==> src/rtl/wait_handshake_responder_pkg.sv <==
// wait_handshake_responder_pkg: state encodings, data type and wait-counter width
// shared by the responder, its wait counter and its handshake interface.
package wait_handshake_responder_pkg;
   typedef enum logic signed [31:0] {
      ST_IDLE    = 32'sd0,
      ST_WAIT    = 32'sd1,
      ST_RESPOND = 32'sd2
   } state_e;
   typedef logic signed [31:0] data_t;
   localparam int CNT_W = 8;
endpackage

==> src/rtl/wait_handshake_responder_if.sv <==
// wait_handshake_responder_if: request/response handshake bundle between initiator and responder.
interface wait_handshake_responder_if;
   import wait_handshake_responder_pkg::*;
   logic        req_valid;
   data_t       req_data;
   logic        req_ready;
   logic        rsp_valid;
   data_t       rsp_data;
   logic        rsp_ready;
   logic [15:0] rsp_count;
   modport slave (
      input  req_valid, req_data, rsp_ready,
      output req_ready, rsp_valid, rsp_data, rsp_count
   );
   modport master (
      output req_valid, req_data, rsp_ready,
      input  req_ready, rsp_valid, rsp_data, rsp_count
   );
endinterface

==> src/rtl/wait_handshake_responder_wait_counter.sv <==
// wait_counter: loadable down-counter that flags when the next decrement reaches zero.
module wait_counter
   import wait_handshake_responder_pkg::*;
(
   input  logic             clk,
   input  logic             reset,
   input  logic             i_load,
   input  logic [CNT_W-1:0] i_load_val,
   input  logic             i_dec,
   output logic             o_dec_zero
);
   logic [CNT_W-1:0] r_cnt_q, r_cnt_d, w_dec_val;
   assign w_dec_val  = r_cnt_q - CNT_W'(1);
   assign o_dec_zero = (w_dec_val == '0);
   always_comb r_cnt_d = i_load ? i_load_val : i_dec ? w_dec_val : r_cnt_q;
   always_ff @(posedge clk or negedge reset)
      if (!reset) r_cnt_q <= '0;
      else        r_cnt_q <= r_cnt_d;
endmodule

==> src/rtl/wait_handshake_responder.sv <==
// wait_handshake_responder: accepts one request, waits LATENCY cycles, then holds
// captured+ADDEND as a response until the initiator takes it.
module wait_handshake_responder
   import wait_handshake_responder_pkg::*;
#(
   parameter int        LATENCY = 4,
   parameter int signed ADDEND  = 1
) (
   input logic                        clk,
   input logic                        reset,
   wait_handshake_responder_if.slave  bus
);
   state_e      r_state_q, r_state_d, r_next_q, r_next_d;
   data_t       r_data_q, r_data_d;
   logic [15:0] r_count_q, r_count_d;
   logic        w_load, w_dec, w_dec_zero;
   wait_counter u_wait_counter (
      .clk        (clk),
      .reset      (reset),
      .i_load     (w_load),
      .i_load_val (CNT_W'(LATENCY)),
      .i_dec      (w_dec),
      .o_dec_zero (w_dec_zero)
   );
   always_ff @(posedge clk or negedge reset)
      if (!reset) begin
         r_state_q <= ST_IDLE;
         r_next_q  <= ST_IDLE;
         r_data_q  <= '0;
         r_count_q <= '0;
      end else begin
         r_state_q <= r_state_d;
         r_next_q  <= r_next_d;
         r_data_q  <= r_data_d;
         r_count_q <= r_count_d;
      end
   always_comb begin
      r_state_d = r_state_q;
      r_next_d  = r_next_q;
      r_data_d  = r_data_q;
      r_count_d = r_count_q;
      w_load    = 1'b0;
      w_dec     = 1'b0;
      case (r_state_q)
         ST_IDLE: if (bus.req_valid) begin
            r_data_d  = bus.req_data;
            w_load    = 1'b1;
            r_next_d  = ST_RESPOND;
            r_state_d = (LATENCY == 0) ? ST_RESPOND : ST_WAIT;
         end
         ST_WAIT: begin
            w_dec = 1'b1;
            if (w_dec_zero) r_state_d = r_next_q;
         end
         ST_RESPOND: if (bus.rsp_ready) begin
            r_count_d = r_count_q + 16'd1;
            r_state_d = ST_IDLE;
         end
         default: r_state_d = ST_IDLE;
      endcase
   end
   // handshake outputs depend on state only, never on the inputs
   assign bus.req_ready = (r_state_q == ST_IDLE);
   assign bus.rsp_valid = (r_state_q == ST_RESPOND);
   assign bus.rsp_data  = (r_state_q == ST_RESPOND) ? r_data_q + data_t'(ADDEND) : '0;
   assign bus.rsp_count = r_count_q;
endmodule

==> src/flat_wrapper.sv <==
// flat-port wrapper written by rule: the top's interface ports become plain ports
module wait_handshake_responder_flat import wait_handshake_responder_pkg::*;
#(
   parameter int        LATENCY = 4,
   parameter int signed ADDEND  = 1
)
  (clk, reset, bus_req_valid, bus_req_data, bus_rsp_ready, bus_req_ready, bus_rsp_valid, bus_rsp_data, bus_rsp_count);
  wait_handshake_responder_if bus_i ();
  input logic clk;
  input logic reset;
  input wire logic [$bits(bus_i.req_valid)-1:0] bus_req_valid;
  input wire logic [$bits(bus_i.req_data)-1:0] bus_req_data;
  input wire logic [$bits(bus_i.rsp_ready)-1:0] bus_rsp_ready;
  output wire logic [$bits(bus_i.req_ready)-1:0] bus_req_ready;
  output wire logic [$bits(bus_i.rsp_valid)-1:0] bus_rsp_valid;
  output wire logic [$bits(bus_i.rsp_data)-1:0] bus_rsp_data;
  output wire logic [$bits(bus_i.rsp_count)-1:0] bus_rsp_count;
  assign bus_i.req_valid = bus_req_valid;
  assign bus_i.req_data = bus_req_data;
  assign bus_i.rsp_ready = bus_rsp_ready;
  assign bus_req_ready = bus_i.req_ready;
  assign bus_rsp_valid = bus_i.rsp_valid;
  assign bus_rsp_data = bus_i.rsp_data;
  assign bus_rsp_count = bus_i.rsp_count;
  wait_handshake_responder #(.LATENCY(LATENCY), .ADDEND(ADDEND)) u_core (.clk(clk), .reset(reset), .bus(bus_i));
endmodule
==> config.mk <==
export PLATFORM = sky130hd
export DESIGN_NAME = wait_handshake_responder_flat
export DESIGN_NICKNAME = d
export VERILOG_FILES = /design/src/rtl/wait_handshake_responder_pkg.sv /design/src/rtl/wait_handshake_responder_if.sv /design/src/rtl/wait_handshake_responder_wait_counter.sv /design/src/rtl/wait_handshake_responder.sv /design/src/flat_wrapper.sv
export SDC_FILE = /design/constraint.sdc
export NUM_CORES = 1
export LEC_CHECK = 0
export ABC_AREA = 1
export CELL_PAD_IN_SITES_DETAIL_PLACEMENT = 0
export CELL_PAD_IN_SITES_GLOBAL_PLACEMENT = 1
export CORE_MARGIN = 4
export CORE_UTILIZATION = 34
export DETAILED_ROUTE_END_ITERATION = 7
export GPL_ROUTABILITY_DRIVEN = 0
export PLACE_DENSITY_LB_ADDON = 0.1
export SLEW_MARGIN = 25
export SYNTH_ARGS = -nofsm -noshare
export SYNTH_HDL_FRONTEND = slang
export SYNTH_SLANG_ARGS = --single-unit
==> constraint.sdc <==
create_clock -name clk -period 1.75 [get_ports clk]
set_clock_uncertainty 0.05 [all_clocks]
set_input_delay 0.2625 -clock clk [delete_from_list [all_inputs] [get_ports clk]]
set_output_delay 0.2625 -clock clk [all_outputs]
set_load 0.05 [all_outputs]
Word-level counts from Yosys, hierarchy flattened
Index checks and enable logic that the tools add are counted.
- flip-flop bits (word level): 89
- output and inout port bits: 50
- mux-type cells: 10
- $add $sub $neg: 3
- equal/unequal tests: 6
- reductions and logical operators: 7
- operators with widths (operator ; count):
    $mux W32 ; 4
    $pmux W32 S3 ; 1
    $logic_not A32 Y1 ; 2
    $add A32 B1 Y32 const B ; 1
    $eq A32 B1 Y1 const B ; 1
    $eq A32 B2 Y1 const B ; 1
    $eq A32 B3 Y1 const B ; 1
    $add A16 B1 Y16 const B ; 1
    $mux W8 ; 2
    $logic_not A8 Y1 ; 1
    $sub A8 B1 Y8 const B ; 1
    $ne A2 B2 Y1 const B ; 3
    $reduce_and A2 Y1 ; 2
    $mux W1 ; 3
    $reduce_and A3 Y1 ; 1
    $reduce_bool A2 Y1 ; 1

Logic depth before layout (Yosys ltp)
Gate-level depths: netlist of run 1.
- depth after elaboration: 4
- mapped depth: 12
- mapped depth without buffers: 12

Modules after synthesis
Synthesis of run 1 repeated with hierarchy kept, for this count alone.
- cell total of the unflattened synthesis: 551
- area total of the unflattened synthesis: 3746.1 µm²
- by module, submodules not included (module ; area an instance (µm²) ; times used ; cells an instance):
    wait_handshake_responder ; 3198.1 ; 1 ; 476
    wait_counter ; 548.0 ; 1 ; 75

Worst setup path before layout of run 1
No wires, ideal clock.
- path type: register to output
- from: register u_core.r_data_q[0]
- to: output port bus_rsp_data[22]
- path buffers: 0
- data required time: 1.437 ns
- setup slack: -0.750 ns
- arrival time: 2.187 ns
- cell stages (with the launch flop): 8
- cell sequence: dfrtp_1 -> ha_1 -> nand2_1 -> nor2_1 -> nand2_1 -> nor2_1 -> a21oi_1 -> nor3_1
- word-level cells in the longest chain between the ends: 2
- ends and longest elaborated chain (element ; RTL line ; text):
    start, declared ; wait_handshake_responder.sv:14 ; data_t r_data_q, r_data_d;
    start signal, assigned ; wait_handshake_responder.sv:34 ; r_data_q <= r_data_d;
    $add A32 B1 Y32 ; wait_handshake_responder.sv:65 ; assign bus.rsp_data = (r_state_q == ST_RESPOND) ? r_data_q + data_t'(ADDEND) : '0;
    $mux W32 ; wait_handshake_responder.sv:65 ;
    end, declared ; flat_wrapper.sv:16 ; output wire logic [$bits(bus_i.rsp_data)-1:0] bus_rsp_data;
No other way between the ends.

Worst setup path after layout of run 1
- from: register u_core.r_data_q[0]
- to: output port bus_rsp_data[14]
Same word-level chain as after synthesis.

==> results of run 1 <==
critical path, cell delays in order (launching register included):
cell                      delay, ns
sky130_fd_sc_hd__dfrtp_1       0.38
sky130_fd_sc_hd__ha_2          0.20
sky130_fd_sc_hd__nand2_2       0.06
sky130_fd_sc_hd__nor2_4        0.14
sky130_fd_sc_hd__nand2_2       0.10
sky130_fd_sc_hd__inv_2         0.09
sky130_fd_sc_hd__nand2_4       0.07
sky130_fd_sc_hd__nor2_4        0.16
sky130_fd_sc_hd__buf_4         0.13
sky130_fd_sc_hd__nor2_2        0.04
sky130_fd_sc_hd__nor2_4        0.09
sky130_fd_sc_hd__buf_12        0.14
cells in the mapped netlist (all sizes together):
cell / number / share of area [%]
clkbuf: 2 / 0.20
xor2: 17 / 4.1
nand2: 122 / 13
nor2: 106 / 12
o211ai: 1 / 0.20
a21oi: 33 / 4.5
o22ai: 3 / 0.51
mux2: 11 / 3.4
inv: 56 / 5.8
dfrtp: 59 / 40
nand3: 28 / 4.0
a31o: 1 / 0.24
xnor2: 6 / 1.4
o21ai: 15 / 2.0
nand4: 8 / 1.5
buf: 6 / 0.78
and3: 1 / 0.17
nor3: 22 / 3.8
ha: 4 / 1.4
nand3b: 1 / 0.20
a31oi: 2 / 0.34
o31ai: 1 / 0.20
power by group through the flow:
stage	Combinational (uW)	Sequential (uW)	Clock (uW)
global route	160	1370	1360
global placement	147	1400	0
floorplan	8.89	1420	0
finish	148	1370	1260
CTS	152	1370	1290
detailed placement	149	1400	0
metal layers:
| layer | wire length, um | share of wire, % | GRT usage, % | up-vias |
|---|---|---|---|---|
| met4 | 152 | 1.3 | 4.49 | 0 |
| met2 | 5930 | 52 | 33.4 | 75 |
| met1 | 4960 | 43 | 23.1 | 1829 |
| met5 | 0 | 0 | 0 | - |
| li1 | - | - | - | 1991 |
| met3 | 419 | 3.7 | 4.08 | 13 |
cell families after synthesis:
group           share of synthesized area (%)
flops                                    40.2
fa+ha+maj                                1.36
mux                                      3.37
xor+xnor                                 5.48
buf+inv                                  6.78
compound gates                           8.04
simple gates                             34.8
state kept, by name, summed over array words and instances (netlist names):
signal	flops
u_core.bus.rsp_count	16
u_core.r_next_q	1
u_core.r_state_q	2
u_core.r_data_q	32
u_core.u_wait_counter.r_cnt_q	8
what timing repair did:
action | 4_1_cts | 5_1_grt
gates cloned | 0 | 1
endpoints found under the setup margin | 32 | 35
hold endpoints to repair | 59 | 0
gates resized for setup | 65 | 58
pin swaps | 25 | 32
hold buffers | 1 | 0
setup buffers | 12 | 6
final cells by class:
class                      instances  area [um2]
clock buffer                      12         145
clock inverter                     4        50.0
fill                             904        3800
inverter                          56         223
multi-input combinational        382        2560
sequential                        59        1480
tap                              136         170
timing repair buffer             183        1990
stage by stage:
| step | power, uW | instance area, um2 | instances | setup WS [ns] | setup TNS [ns] |
|---|---|---|---|---|---|
| 4_1_cts | 2820 | 6350 | 827 | -0.525 | -12.49 |
| 2_1_floorplan | 1420 | 3910 | 505 | -0.236 | -9.53 |
| 6_report | 2790 | 6610 | 832 | -0.518 | -11.44 |
| 5_1_grt | 2890 | 6610 | 832 | -0.625 | -14.71 |
| 3_3_place_gp | 1550 | 5830 | 798 | -0.254 | -2.34 |
| 3_5_place_dp | 1550 | 5830 | 798 | -0.259 | -2.69 |
layout by cell type, fill, tap and decap left out, types with 8 or more instances in the layout:
cell / instances
sky130_fd_sc_hd__nor2_2: 26
sky130_fd_sc_hd__buf_4: 96
sky130_fd_sc_hd__buf_6: 13
sky130_fd_sc_hd__inv_1: 46
sky130_fd_sc_hd__nand2_2: 24
sky130_fd_sc_hd__nand2_1: 92
sky130_fd_sc_hd__a21oi_1: 24
sky130_fd_sc_hd__clkbuf_8: 10
sky130_fd_sc_hd__xor2_1: 14
sky130_fd_sc_hd__nor2_4: 29
sky130_fd_sc_hd__nor3_4: 8
sky130_fd_sc_hd__nand3_1: 26
sky130_fd_sc_hd__clkdlybuf4s50_1: 34
sky130_fd_sc_hd__mux2_2: 11
sky130_fd_sc_hd__buf_12: 37
sky130_fd_sc_hd__nor3_2: 9
sky130_fd_sc_hd__dfrtp_1: 57
sky130_fd_sc_hd__nor2_1: 50
final timing paths:
path	start	to	slack (ns)	cells after the start
min in group clk	u_core.r_next_q[1]$_DFFE_PN0P_	u_core.r_next_q[1]$_DFFE_PN0P_	0.41	2
worst max register to register	u_core.u_wait_counter.r_cnt_q[1]$_DFFE_PN0P_	u_core.r_state_q[1]$_DFFE_PN0P_	0.19	11
worst max-delay path	u_core.r_data_q[0]$_DFFE_PN0P_	bus_rsp_data[14]	-0.52	11
worst min-delay path	reset	u_core.r_data_q[15]$_DFFE_PN0P_	0.40	3
worst min register to register	u_core.r_next_q[1]$_DFFE_PN0P_	u_core.r_next_q[1]$_DFFE_PN0P_	0.41	2
max in group asynchronous	reset	u_core.r_data_q[2]$_DFFE_PN0P_	0.95	3
==> results.md, run 1 <==
* Transition time at the pin with the least slew margin at 0.342 ns
* Shortest period the worst path allows at between 2 and 2.5 ns
* Y dimension of the die at approximately 110 um
* Part of the power in combinational logic at about 5.3%
* Global-route total usage across every layer at 18.7%
* Maximum achievable frequency at around 440 MHz
* Placeable Area at 10400 um2
* Number of rows in the core area at 37
* Max-slew violations at 0
* Clock H-tree levels at 3
* Share of synthesized area occupied by flip-flops and latches at between 40% and 50%
* First-pass iteration count of the detailed router at 5
* Net count reported at finish at ~730
* End-of-flow core utilization at 63.5%
* Routed vias/inst at approximately 4.7
* Register clock-pin slew on the reported worst setup and hold paths at 0.07 ns
* Worst Path Arrival at around 2 ns
* Internal portion of total power at between 2000 and 2500 uW
* Sequential share of power at about half
* Total I/O pin count at 86
* Number of antenna violations at the first check in global routing at 0
* Relative slew slack at ~77%
* Switch share at between 20 and 25%
* Overflow after GRT at 0
* Syn nets at 545
* RSZ-0062 raised after global routing: yes
* Power density normalized to cell area at between 400 and 500 nW/um2
* Number of vias in the routed layout at approximately 4000
* Number of I/O port buffers at 85
* Netlist area before placement at between 3000 and 4000 um2
* Critical path data required time at 1.44 ns
* Detailed-route wire length per cell at 13.8 um
* Cells after synthesis at about 510
* Static leakage power at between 0.003 and 0.004 uW
* CTS buffer count at 9
* CTS tree: done
* Number of diodes added for antenna fixing at 0
* Worst Slack Setup Final at -0.518 ns
* Clock latency of the later-clocked register in the worst-skew pair at around 0.35 ns
* Area enclosed by the die boundary at between 10000 and 15000 um2
* Total Wirelength at ~11000 um
* Pin count of the biggest net entering global routing at 60
* Mean area per synthesized cell at 7.27 um2
* DRC at 0
* Horizontal die dimension at roughly 110 um
* Flops & latches, synth at between 50 and 60
* First-pass GRT wire length at about 19000 um
* Type of the worst min-delay path: in -> async
* Syn. warnings at 0
* Effective utilization at floorplan at a little over a third
* Clock Tree Buf Depth at 2
* Max-cap violations at 0
* Post-route clock period utilization at 130%
* Clk root buf: sky130_fd_sc_hd__clkbuf_8
* Worst IR Drop VDD at approximately 370 uV
* Hold violation count in the final report at 0
* Final-layout worst hold slack at ~0.4 ns
* Fraction of final layout cells sized beyond drive strength 1 at 44.7%
* Sum of net half-perimeters after detailed placement at 8760 um
* Critical path launch point type: flop
* Finish-stage setup viols at 31
* Share of total power in the clock network at a little under half
* Failing checks: setup timing
* CP Max Fanout at 4
* Initial DRC count at between 100 and 150
* Via count of the first global-routing pass at about 4000
* NetSw at ~640 uW
* Run status: complete, but fails checks
* Post-route antenna net violation count at 0
* Category of the most critical setup path: reg -> out
* Cell variety after synth at 32
* Area growth, synth to finish at 80.0%
* CP Capture Type: output pin
* Clock tree sinks at 59
No activity file was read; power rests on OpenSTA's default activity.
==> inputs of run 2 (changes only) <==
==> constraint.sdc (replaced) <==
create_clock -name clk -period 1.75 [get_ports clk]
set_clock_uncertainty 0.05 [all_clocks]
set_input_delay 0.175 -clock clk [delete_from_list [all_inputs] [get_ports clk]]
set_output_delay 0.175 -clock clk [all_outputs]
set_load 0.05 [all_outputs]
==> results.md, run 2 (synthesis gave the netlist of run 1 again) <==
* Run status: complete, but fails checks
* Failing checks: setup timing
* Category of the most critical setup path: reg -> out
* Shortest period the worst path allows at roughly 2.1 ns
* Register with the most flip-flops: u_core.r_data_q
* Global-route total usage across every layer at a little under a fifth
* Number of rows in the core area at 37
* Largest register FFs at 32
* Static leakage power at 0.00304 uW
* Maximum achievable frequency at between 400 and 500 MHz
* Relative slew slack at approximately 74%
* Number of I/O port buffers at 85
* Reg2reg path depth at 10
* RSZ-0062 raised after global routing: yes
* Max-slew violations at 0
* Effective utilization at floorplan at 35.3%
* CP Capture Type: output pin
* Fraction of final layout cells sized beyond drive strength 1 at between 40% and 50%
* Horizontal die dimension at 112 um
* Clock H-tree levels at 3
* Switch share at ~23%
* Finish-stage setup viols at 29
* CTS tree: done
* Area growth, synth to finish at 74.4%
* Area enclosed by the die boundary at 12500 um2
* Overflow after GRT at 0
* First-pass iteration count of the detailed router at 4
* Post-route met1 wirelength at ~5000 um
* NetSw at about 680 uW
* Detailed-route wire length per cell at about 14 um
* Reg-to-reg critical path startpoint: u_core.r_state_q[0]$_DFFE_PN0P_
* CP Launch Point: u_core.r_data_q[0]$_DFFE_PN0P_
* Capturing point of the worst reg2reg path: u_core.bus.rsp_count[14]$_DFFE_PN0P_
* Power density normalized to cell area at 457 nW/um2
* Post-route clock period utilization at 122%
* FILL cells at between 900 and 1000
* Worst IR Drop VDD at between 300 and 400 uV
* Critical path data required time at between 1.5 and 2 ns
* DRC at 0
* Post-route antenna net violation count at 0
* Hold violation count in the final report at 0
* Via count of the first global-routing pass at between 3000 and 4000
* First-pass GRT wire length at roughly 19000 um
* Pin count of the biggest net entering global routing at between 40 and 50
* Wire length on met3 at 409 um
* Clock Tree Buf Depth at 2
* CP Max Fanout at 4
* Met2 WL post-DR at 5660 um
* Sum of net half-perimeters after detailed placement at 8790 um
* Worst Slack Setup Final at -0.379 ns
* CTS buffer count at 9
* Internal portion of total power at 2250 uW
* Total I/O pin count at 86
* Critical path launch point type: flop
* Routed vias/inst at between 4 and 5
* Commonest cells after routing, fill and taps aside: sky130_fd_sc_hd__nand2_1, sky130_fd_sc_hd__buf_4, sky130_fd_sc_hd__dfrtp_1, sky130_fd_sc_hd__nor2_1, sky130_fd_sc_hd__inv_1
* Clk root buf: sky130_fd_sc_hd__clkbuf_8
* Number of vias in the routed layout at 3882
* Final-layout worst hold slack at ~0.23 ns
* Share of total power in the clock network at 48.0%
* Total Wirelength at 11300 um
* Clock tree sinks at just under 60
* Register clock-pin slew on the reported worst setup and hold paths at about 0.080 ns
* Clock latency of the later-clocked register in the worst-skew pair at approximately 0.34 ns
* Total power of the final layout at about 2900 uW
* Max-cap violations at 0
* Placeable Area at 10400 um2
* Type of the worst min-delay path: in -> async
* Number of antenna violations at the first check in global routing at 0
* Number of diodes added for antenna fixing at 0
* Net count reported at finish at about 720
* Most common cell after layout, fill and taps aside: sky130_fd_sc_hd__nand2_1
* Part of the power in combinational logic at about 5%
* FF-to-FF setup slack at between 0.1 and 0.15 ns
* Y dimension of the die at 112 um
* Worst Path Arrival at 1.90 ns
* Critical path destination: bus_rsp_data[16]
* Sequential share of power at a little under half
* Top layer reached by signal wires: met4
* Initial DRC count at slightly above 90
* Transition time at the pin with the least slew margin at ~0.40 ns
[run 2: cell count changes in the layout (fill, tap and decap cells not counted), sizes merged]
cell      before  now
buf          147  138
bufinv         1    2
clkbuf        13    9
clkinv         1    5
clkinvlp       2    0
[run 2: per-stage QoR]
stage | setup TNS (ns) | cell area [um2] | setup WS [ns] | utilization (%) | instances
6_report | -8.13 | 6410 | -0.379 | 61.5 | 822
4_1_cts | -9.09 | 6220 | -0.409 | 59.7 | 814
5_1_grt | -11.23 | 6410 | -0.496 | 61.5 | 822
3_5_place_dp | -1.23 | 5670 | -0.186 | 54.4 | 783
3_3_place_gp | -0.669 | 5670 | -0.128 | 54.4 | 783
2_1_floorplan | -1.22 | 3850 | -0.147 | - | 505
[run 2: power by group through the flow]
stage               Combinational [uW]  Sequential (uW)  Clock [uW]
detailed placement                 149             1400           0
global route                       163             1370        1500
CTS                                152             1370        1430
global placement                   149             1400           0
floorplan                         8.89             1420           0
finish                             148             1370        1400
[run 2: worst min-delay path by stage]
| stage | to | slack [ns] | cells after the start |
|---|---|---|---|
| finish | u_core.r_data_q[18]$_DFFE_PN0P_ | 0.23 | 2 |
| global route | u_core.r_data_q[18]$_DFFE_PN0P_ | 0.25 | 2 |
| CTS | u_core.r_data_q[18]$_DFFE_PN0P_ | 0.23 | 2 |
| detailed placement | u_core.r_data_q[18]$_DFFE_PN0P_ | 0.07 | 1 |
| global placement | u_core.r_data_q[18]$_DFFE_PN0P_ | 0.07 | 1 |
| floorplan | u_core.bus.rsp_count[0]$_DFFE_PN0P_ | -0.17 | 0 |
[run 2: area by class of cell]
type	instances	area, um2	area share, %
Clock buffer	9	124	1.93
Clock inverter	7	92.6	1.45
Inverter	56	215	3.36
Multi-Input combinational cell	382	2430	38.0
Sequential cell	59	1480	23.1
Tap cell	136	170	2.66
Timing Repair Buffer	173	1890	29.6
[run 2: timing repair]
action | CTS | global route
setup buffers | 14 | 8
hold buffers | 1 | 0
pin swaps | 25 | 16
setup endpoints to repair | 32 | 33
hold endpoints to repair | 14 | 0
gates resized for setup | 67 | 35
gates cloned | 0 | 0
[run 2: metal layers]
layer  vias to the layer above  GRT usage, %
li1                       1975             -
met1                      1815          22.4
met2                        75          32.3
met3                        17          2.77
met4                         0          5.29
met5                         -             0
[run 2: critical path, stage by stage, from the launching register on]
cell	delay (ns)
sky130_fd_sc_hd__dfrtp_1	0.36
sky130_fd_sc_hd__ha_2	0.19
sky130_fd_sc_hd__nand2_2	0.07
sky130_fd_sc_hd__nor2_4	0.14
sky130_fd_sc_hd__nand2_2	0.10
sky130_fd_sc_hd__inv_2	0.09
sky130_fd_sc_hd__nand2_4	0.06
sky130_fd_sc_hd__nor2_4	0.12
sky130_fd_sc_hd__nand2_1	0.08
sky130_fd_sc_hd__nand2_2	0.12
sky130_fd_sc_hd__a21oi_4	0.08
sky130_fd_sc_hd__buf_12	0.16
==> variant: new RTL, config.mk and constraints of run 1 <==
Change the package constant `CNT_W` from 8 to 7.
--- a/src/rtl/wait_handshake_responder_pkg.sv
+++ b/src/rtl/wait_handshake_responder_pkg.sv
@@ -7,6 +7,6 @@
       ST_RESPOND = 32'sd2
    } state_e;
    typedef logic signed [31:0] data_t;
-   localparam int CNT_W = 8;
+   localparam int CNT_W = 7;
 endpackage
 
Check against the original RTL: no difference found for any inputs over 10 cycles, from zero or initial values and one cycle with reset low; that may be too few to reach the edited logic, so the function may still have changed.
==> variant against run 1 <==
The run still ends with setup timing left. Hold slack improved by 0.0048 ns. Design area down 0.40%. Sequential cell count down 1. Die area decreased by 2.6%. Critical path depth grew 1. First-iteration DRC count increased by 26%. Power rose by 4.2%. Register-to-register slack got worse by 0.05 ns. Synthesized area fell by 2.8%. Setup slack worse by 0.016 ns. Routed wire length is 4.0% higher. Critical endpoint is now bus_rsp_data[30].
==> variant: results (changes against run 1) <==
metric;value;unit;change
dp_cells;780;;-2.3%
synth.area.top_cells;dfrtp_1 (41%), nand2_1 (17%), nor2_1 (6.3%);;
synth-xor-area-share;7.113;%;+1.6 points
max_stage_delay;0.42;ns;+0.04 ns
wirelength;11.91;mm;+4.0%
syn_nets;537;;-1.5%
num-nets-final;723;;-1.1%
track_usage;19.42;%;+0.69 points
grt_max_degree;59;;-1.7%
synth.mux.area_fraction;0;%;-3.4 points
use_met2;33.13;%;-0.24 points
grt_pass1_wl;19.29;mm;+0.72%
drt_first_pass_iters;4;;-1
use_met1;23.74;%;+0.68 points
fin_setup_tns;-13.17;ns;-1.730 ns
setup_ws;-0.5335;ns;-0.01553 ns
grt_pass1_vias;3923;;-2.4%
use_met3;3.562;%;-0.51 points
place_area;5587;µm²;-4.1%
setup_viol;31;;unchanged
drt-initial-drc-count;146;;+26%
status;finished, violations left;;
nFillCells;906;;+0.22%
rr_startpoint;u_core.r_state_q[1];;
post-place-ws;-0.2151;ns;+0.04352 ns
violations;setup timing;;
variant: timing repair:
| action | in CTS | in global routing |
|---|---|---|
| resized for setup | 85 | 67 |
| pin swaps | 23 | 31 |
| gates cloned | 1 | 0 |
| hold endpoints to repair | 58 | 0 |
| hold buffers | 1 | 0 |
| endpoints found under the setup margin | 32 | 33 |
| buffers inserted | 16 | 14 |
variant: metal layers:
| layer | vias up | part of all wire, % |
|---|---|---|
| met5 | - | 0 |
| met4 | 0 | 4.0 |
| met3 | 34 | 3.3 |
| met2 | 95 | 50 |
| met1 | 1762 | 42 |
| li1 | 1941 | - |
variant: area by class of cell:
cell class | count | area, µm² | share of cell area, %
Clock buffer | 9 | 123.9 | 1.881
Clock inverter | 7 | 93.84 | 1.425
Multi-Input combinational cell | 370 | 2460 | 37.35
Inverter | 60 | 235.2 | 3.571
Timing Repair Buffer | 184 | 2044 | 31.04
Sequential cell | 58 | 1459 | 22.15
Tap cell | 136 | 170.2 | 2.584
variant: final timing paths:
kind / end / slack [ns] / cells past startpoint
min in group clk: u_core.r_data_q[24] / 0.41 / 3
max reg2reg: u_core.r_data_q[1] / 0.14 / 7
min reg2reg: u_core.r_next_q[1] / 0.41 / 2
min: u_core.r_data_q[4] / 0.41 / 3
max in group asynchronous: u_core.r_data_q[17] / 0.93 / 3
max: bus_rsp_data[30] / -0.53 / 12
variant: where the power goes:
part | total (mW) | internal, mW | switching, mW
sequential | 1.35 | 1.35 | 0.00861
combinational | 0.155 | 0.0842 | 0.0706
clock | 1.39 | 0.798 | 0.596
total | 2.90 | 2.23 | 0.675
variant: critical path: cells and delay by family (launching register included):
family	cells	cell delay [ns]
simple gates	9	0.82
buf+inv	2	0.21
flops	1	0.42
fa+ha+maj	1	0.18
